$ cat src/rtl/grant_scheduler.sv
// Four-requester grant scheduler: arbitrates once per IDLE cycle, then streams the
// granted lane downstream until its last beat or until MAX_BEATS forces a release.
module grant_scheduler #(
  parameter int DATA_WIDTH = 8,
  parameter int MAX_BEATS  = 16
) (
  input  logic                    i_clk,
  input  logic                    i_rst,
  input  logic [1:0]              i_mode,
  input  logic [1:0]              i_lock_id,
  input  logic [3:0]              i_valid,
  input  logic [4*DATA_WIDTH-1:0] i_data,
  input  logic [3:0]              i_last,
  output logic [3:0]              o_ready,
  output logic                    o_valid,
  output logic [DATA_WIDTH-1:0]   o_data,
  output logic [1:0]              o_id,
  output logic                    o_last,
  input  logic                    i_ready,
  output logic                    o_busy,
  output logic                    o_trunc
);

  localparam int CNT_W = $clog2(MAX_BEATS) + 1;
  localparam logic [CNT_W-1:0] LAST_CNT = CNT_W'(MAX_BEATS - 1);

  typedef enum logic [1:0] {
    MODE_FIXED = 2'd0,
    MODE_RR    = 2'd1,
    MODE_LOCK  = 2'd2,
    MODE_HOLD  = 2'd3
  } mode_e;

  typedef enum logic {
    S_IDLE,
    S_BUSY
  } state_e;

  state_e           state_q, state_d;
  logic [1:0]       id_q, id_d;
  logic [1:0]       ptr_q, ptr_d;
  logic [CNT_W-1:0] cnt_q, cnt_d;
  logic             trunc_q, trunc_d;

  logic             win_vld;
  logic [1:0]       win_id;
  logic [1:0]       rr_idx;
  logic             busy;
  logic             xfer;

  assign busy = (state_q == S_BUSY);
  assign xfer = busy && i_valid[id_q] && i_ready;

  // Winner selection. Loops run from the least to the most preferred candidate so
  // the last hit standing is the winner.
  // NOTE: every signal assigned in an always_comb gets a default at the top; a
  // path that skips an assignment would otherwise infer a latch.
  always_comb begin
    win_vld = 1'b0;
    win_id  = 2'd0;
    rr_idx  = 2'd0;
    case (i_mode)
      MODE_FIXED: begin
        for (int k = 3; k >= 0; k--) begin
          if (i_valid[k]) begin
            win_vld = 1'b1;
            win_id  = 2'(k);
          end
        end
      end
      MODE_RR: begin
        for (int k = 4; k >= 1; k--) begin
          rr_idx = ptr_q + 2'(k);
          if (i_valid[rr_idx]) begin
            win_vld = 1'b1;
            win_id  = rr_idx;
          end
        end
      end
      MODE_LOCK: begin
        if (i_valid[i_lock_id]) begin
          win_vld = 1'b1;
          win_id  = i_lock_id;
        end
      end
      default: begin
        win_vld = 1'b0;
      end
    endcase
  end

  // Downstream mux: only the granted lane is visible, and only while BUSY.
  always_comb begin
    o_ready = 4'b0000;
    o_valid = 1'b0;
    o_data  = '0;
    o_last  = 1'b0;
    if (busy) begin
      o_valid       = i_valid[id_q];
      o_data        = i_data[DATA_WIDTH*id_q +: DATA_WIDTH];
      o_last        = i_last[id_q];
      o_ready[id_q] = i_ready;
    end
  end

  always_comb begin
    state_d = state_q;
    id_d    = id_q;
    ptr_d   = ptr_q;
    cnt_d   = cnt_q;
    trunc_d = 1'b0;
    case (state_q)
      S_IDLE: begin
        if (win_vld) begin
          state_d = S_BUSY;
          id_d    = win_id;
          cnt_d   = '0;
        end
      end
      S_BUSY: begin
        if (xfer) begin
          cnt_d = cnt_q + 1'b1;
          // A genuine last beat wins over the beat limit, so no truncation flag.
          if (i_last[id_q]) begin
            state_d = S_IDLE;
            ptr_d   = id_q;
          end else if (cnt_q == LAST_CNT) begin
            state_d = S_IDLE;
            ptr_d   = id_q;
            trunc_d = 1'b1;
          end
        end
      end
      default: begin
        state_d = S_IDLE;
      end
    endcase
  end

  // ptr resets to 3 so the first round-robin search after reset starts at requester 0.
  // NOTE: sequential state uses non-blocking assignments so every register samples
  // the pre-edge values regardless of statement order.
  always_ff @(posedge i_clk) begin
    if (i_rst) begin
      state_q <= S_IDLE;
      id_q    <= 2'd0;
      ptr_q   <= 2'd3;
      cnt_q   <= '0;
      trunc_q <= 1'b0;
    end else begin
      state_q <= state_d;
      id_q    <= id_d;
      ptr_q   <= ptr_d;
      cnt_q   <= cnt_d;
      trunc_q <= trunc_d;
    end
  end

  assign o_id    = id_q;
  assign o_busy  = busy;
  assign o_trunc = trunc_q;

endmodule

$ cat config.mk
export PLATFORM = sky130hd
export DESIGN_NAME = grant_scheduler
export DESIGN_NICKNAME = d
export VERILOG_FILES = /design/src/rtl/grant_scheduler.sv
export SDC_FILE = /design/constraint.sdc
export NUM_CORES = 1
export LEC_CHECK = 0
export ABC_AREA = 1
export CORE_MARGIN = 8
export CORE_UTILIZATION = 41
export CTS_CLUSTER_DIAMETER = 200
export DETAILED_ROUTE_END_ITERATION = 12
export PLACE_DENSITY = 0.86
export SLEW_MARGIN = 40
export SYNTH_ARGS = -nofsm -noshare
export SYNTH_HDL_FRONTEND = slang
export SYNTH_SLANG_ARGS = --single-unit
$ cat constraint.sdc
create_clock -name i_clk -period 2.4 [get_ports i_clk]
set_input_delay 0.48 -clock i_clk [delete_from_list [all_inputs] [get_ports i_clk]]
set_output_delay 0.48 -clock i_clk [all_outputs]
set_load 0.05 [all_outputs]
# ---- Yosys cells after proc, flatten, opt, wreduce, memory -nomap -nowiden
# Cells that the tools add are included.
dict set report word_totals {
  reg_bits 11
  out_inout_bits 18
  wordCells 85
}
dict set report classes {
  n_addsub 4
  n_lt_le_gt_ge 7
  eq_ne 5
  shift 1
  muxes 51
  bitwise 3
  n_reduce_logical 9
}
# cell n
set ops {}
lappend ops {{variable part select 32 x 6 -> 8 bit} 1}
lappend ops {{two-way mux 1 bit} 24}
lappend ops {{two-way mux 2 bit} 11}
lappend ops {{< comparator 2 x 3 -> 1 bit, second input constant} 6}
lappend ops {{binary-select mux 1 bit (select 2 bit)} 7}
lappend ops {{two-way mux 5 bit} 2}
lappend ops {{case mux 5 bit (2 select lines)} 1}
lappend ops {{two-way mux 8 bit} 1}
lappend ops {{case mux 2 bit (3 select lines)} 1}
lappend ops {{adder 5 x 1 -> 5 bit, second input constant} 1}
lappend ops {{equality test 5 x 4 -> 1 bit, second input constant} 1}
lappend ops {{adder 2 bit, second input constant} 2}
lappend ops {{AND 4 bit} 1}
lappend ops {{two-way mux 4 bit} 1}
lappend ops {{AND reduction 2 bit} 2}
lappend ops {{OR reduction 4 bit} 1}
lappend ops {{logical AND 1 bit} 3}
lappend ops {{case mux 1 bit (3 select lines)} 1}
lappend ops {{AND reduction 3 bit} 1}
lappend ops {{adder 2 x 1 -> 2 bit, second input constant} 1}
lappend ops {{demux 1 bit (select 2 bit)} 1}
lappend ops {{equality test 2 x 1 -> 1 bit, second input constant} 1}
lappend ops {{equality test 2 bit, second input constant} 1}
lappend ops {{>= comparator 2 x 1 -> 1 bit, second input constant} 1}
lappend ops {{6 further kinds} 7}

# ---- Depth between registers and ports, before layout
dict set report logic_depth {
  ltp_word 9
  mapped_depth 10
  depth_no_buf 9
}

# ---- Worst setup path after synthesis
# OpenSTA, ideal clock, no wires.
dict set report synth_timing {
  path_type {flip-flop to output port}
  startpoint {reg id_q[1] (netlist: o_id[1])}
  endpoint {out o_data[0]}
  arrival_time_ns 2.009
  slack_ns -0.089
  stages_incl_launch_ff 6
  path_buffers 1
  path_cell_list {dfxtp_1 > buf_6 > inv_4 > nor2_8 > nand2_1 > a31oi_1}
}
dict set report synth_between {
  elab_chain_len 2
}
# element line
set synth_lines {}
lappend synth_lines {{start: declaration} 40} ;# logic [1:0] id_q, id_d;
lappend synth_lines {{start signal: assignment} 152} ;# id_q <= id_d;
lappend synth_lines {{variable part select 32 x 6 -> 8 bit} 100} ;# o_data = i_data[DATA_WIDTH*id_q +: DATA_WIDTH];
lappend synth_lines {{two-way mux 8 bit} 98} ;# if (busy) begin
lappend synth_lines {{end: declaration} 16} ;# output logic [DATA_WIDTH-1:0] o_data,
# Every way passes these cells.

# ---- Worst setup path after layout
dict set report layout_timing {
  startpoint {in i_valid[3]}
  endpoint {out o_valid}
}
dict set report layout_between {
  elab_chain_len 3
}
# element line
set layout_lines {}
lappend layout_lines {{start: declaration} 11} ;# input logic [3:0] i_valid,
lappend layout_lines {{binary-select mux 1 bit (select 2 bit)} 99} ;# o_valid = i_valid[id_q];
lappend layout_lines {{two-way mux 1 bit (implied by the code)} 99}
lappend layout_lines {{two-way mux 1 bit} 98}
lappend layout_lines {{end: declaration} 15} ;# output logic o_valid,
# Every way passes these cells. The select of a mux whose other input is x is not followed.

==> summary.md <==
| Metric | Value |
|---|---|
| Status | finished clean |
| Layout net count | 296 |
| CTS root buf | clkbuf_4 |
| Simple-Gate Fraction of Synth Area | 46.37% |
| Longest Clk Path Bufs | 2 |
| Post-synth top area cell | dfxtp_1 |
| Worst VDD drop | ~0.38 mV |
| Mux cell area share after synthesis | 0% |
| Largest net degree at the start of global routing | 14 |
| Min-delay src | cnt_q[4]$_SDFFE_PP0P_ |
| Worst Tran Pin Value | 0.6343 ns |
| Req. time, crit path | 1.92 ns |
| Wirelength per Cell | 14.81 um |
| Post-DP HPWL | between 3000 and 4000 um |
| Via density | approximately 5.2 |
| Setup WS post-layout | 0.1953 ns |
| Ant. Diodes | 0 |
| Fillers | 207 |
| Post-Syn Area | 0.001136 mm2 |
| RePlAce Congestion | 0.8185 |
| Flop and latch count out of synthesis | 11 |
| Worst Setup End Kind | primary output |
| First-pass GRT wire length | 6051 um |
| Clock sink count | 11 |
| Max_cap viols | 0 |
| XOR/XNOR Fraction of Synth Area | about 2.3% |
| Total power draw | around 840 uW |
| CP max-delay cell | clkdlybuf4s50_1 |
| Hold-fix buffers, CTS | 0 |
| Final Skew | roughly 0.0055 ns |
| Leak Pwr | 0.8197 nW |
| Die H | 68.64 um |
| Mapped Nets | 230 |
| Number of max-slew violations in the final report | 0 |
| Die Wd | 68.64 um |
| Area Overhead vs Synth | 76.54% |
| Register area share after synthesis | 19.38% |
| CTS clock-pin slew for the worst setup and hold paths | 0.08 ns |
| H-tree levels | 1 |
| DRT Pass-1 Iters | 4 |
| PwrDens | 420.8 mW/mm2 |
| RSZ-0062 raised after global routing | no |
| Setup bufs post-CTS | 0 |
| Hold Crit Class | register to register |
| Synth Area per Inst | approximately 6.3 um2 |
| Worst-Skew Late Latency | about 0.29 ns |
| RR Startpoint | o_id[0]$_SDFFE_PP0P_ |
| Overall Global Routing Usage | between 15 and 20% |
| Initial Utilization | a little over two fifths |
| Yosys top cell area share | 19.38% |
| Fmax | 0.4536 GHz |
| Arrival @ worst endpoint | 1.72 ns |
| Post-Synthesis Cells | around 180 |
| Core Area | 0.002686 mm2 |
| Post-cts sizing count | 0 |
| Most frequent CP cell | nor2_1 |
| I/O Buffers | 64 |
| Final period utilization | 91.86% |
| Total CTS buffers | 3 |
| Crit-path cells | clkdlybuf4s50_1 -> inv_1 -> o21ai_2 -> nor2_1 -> nor2_1 -> buf_12 |
| CTS tree | built |
| Crit start category | input pin |
| Die area | 0.004711 mm2 |
| Num rows | 19 |
| Tmin final | 2.205 ns |
| Initial antenna violation count | 0 |
| Ranking of synthesized cells by area | dfxtp_1 (19%), nand2_1 (18%), nand3_1 (6.6%) |
| Slew margin rel. | 57.67% |
| Largest stage delay, worst path | around 0.51 ns |
| Yosys warns | 0 |
| Synth cell types | 30 |
| Setup crit start | i_valid[3] |
| Setup CP Type | input pin to primary output |
| Initial DRC count | about 130 |
| # DRC | 0 |
| Post-route ant nets | 0 |
| Adder-cell area share of the yosys netlist | 2.203% |
| Final WL | between 4000 and 5000 um |
| Largest family of logic cells by synthesized area | simple AND/OR/NAND/NOR gates |
| Setup Viol. Count Final | 0 |
| Gr ovfl total | 0 |
| Max FO, Critical Path | 4 |
| Setup WS pre-CTS | 0.2012 ns |
| Share of layout cells above drive strength 1 | approximately 20% |
| Number of global-route vias before repair | between 1000 and 1500 |
| Final hold violations | 0 |
| Vias | 1451 |
| Compound-Gate Fraction of Synth Area | 21.15% |
| IO Pins | between 60 and 70 |
## critical path, delay by kind of cell
kind                   cells  cell delay, ns
AND/OR/NAND/NOR            2            0.24
AO/OA/AOI/OAI              1            0.22
buffers and inverters      3            0.78
## sequential cells by signal, indices dropped and copies added, names as in the netlist
signal   count
cnt_q        5
o_busy       1
o_id         2
o_trunc      1
ptr_q        2
## synthesized netlist by cell type (all sizes together)
cell type and number:
a22oi 10, clkbuf 1, nand3 15, inv 15
nor3b 1, nand3b 3, nand4 1, nor2 23
xor2 2, a31oi 8, dfxtp 11, a21oi 8
xnor2 1, buf 3, a21boi 1, o21bai 1
nor3 5, ha 2, nand2 62, o21ai 8
## power breakdown
group / total (mW) / switching, mW / internal [mW]
clock: 0.138 / 0.0731 / 0.0647
combinational: 0.494 / 0.274 / 0.219
sequential: 0.212 / 0.0210 / 0.191
## cell usage in the layout, fill, tap and decap left out, types with 2 or more instances in the layout
cell / synthesis / layout
nand2_2: 5 / 5
clkdlybuf4s50_1: 0 / 48
clkbuf_4: 0 / 3
nand3_1: 15 / 15
a21oi_1: 8 / 7
nor3_1: 5 / 5
xor2_1: 2 / 2
inv_1: 11 / 11
a22oi_1: 9 / 9
nor2_8: 2 / 2
buf_12: 0 / 14
nand2_1: 55 / 55
o21ai_0: 7 / 7
a31oi_2: 0 / 8
nor2_1: 20 / 20
dfxtp_1: 11 / 10
nand2_4: 2 / 2
nand3b_1: 2 / 2
buf_4: 1 / 3
inv_4: 3 / 3
ha_1: 2 / 2
## layer usage
| layer | GRT usage (%) | wire, um | up-vias |
|---|---|---|---|
| met3 | 2.585 | 303 | 7 |
| met5 | 0 | 0 | - |
| met4 | 7.417 | 59 | 0 |
| met2 | 27.41 | 2089 | 50 |
| met1 | 20.65 | 1649 | 650 |
| li1 | - | - | 744 |
## cell type report
| cell class | instances | area [um2] | share of cell area [%] |
|---|---|---|---|
| tap | 31 | 38.79 | 1.934 |
| sequential | 11 | 221.5 | 11.04 |
| inverter | 15 | 63.81 | 3.182 |
| clock buffer | 4 | 26.28 | 1.310 |
| timing repair buffer | 65 | 783.3 | 39.05 |
| multi-input combinational | 151 | 872.1 | 43.48 |
## per-stage QoR
stage	area [um2]	cells	hold slack (ns)	TNS (ns)	utilization, %
2_1_floorplan	1190	181	0.4531	-0.2151	-
4_1_cts	2004	277	0.4880	0	74.62
3_3_place_gp	1978	273	0.4720	0	73.64
5_1_grt	2006	277	0.5132	0	74.66
3_5_place_dp	1978	273	0.4767	0	73.64
6_report	2006	277	0.4838	0	74.66
## final timing paths
path                                              end  slack (ns)  cells after the start
worst max-delay path                          o_valid        0.20                      6
worst min register to register  cnt_q[4]$_SDFFE_PP0P_        0.48                      2
worst max register to register      o_busy$_SDFF_PP0_        0.83                      9
worst min-delay path            cnt_q[4]$_SDFFE_PP0P_        0.48                      2
## logic make-up after synthesis
| logic type | Yosys count |
|---|---|
| AND/OR/NAND/NOR | 110 |
| AO/OA/AOI/OAI | 36 |
| buffers and inverters | 19 |
| flip-flops | 11 |
| XOR/XNOR | 3 |
| adder cells (fa/ha/maj) | 2 |
Power figures use the tool's default switching activity.
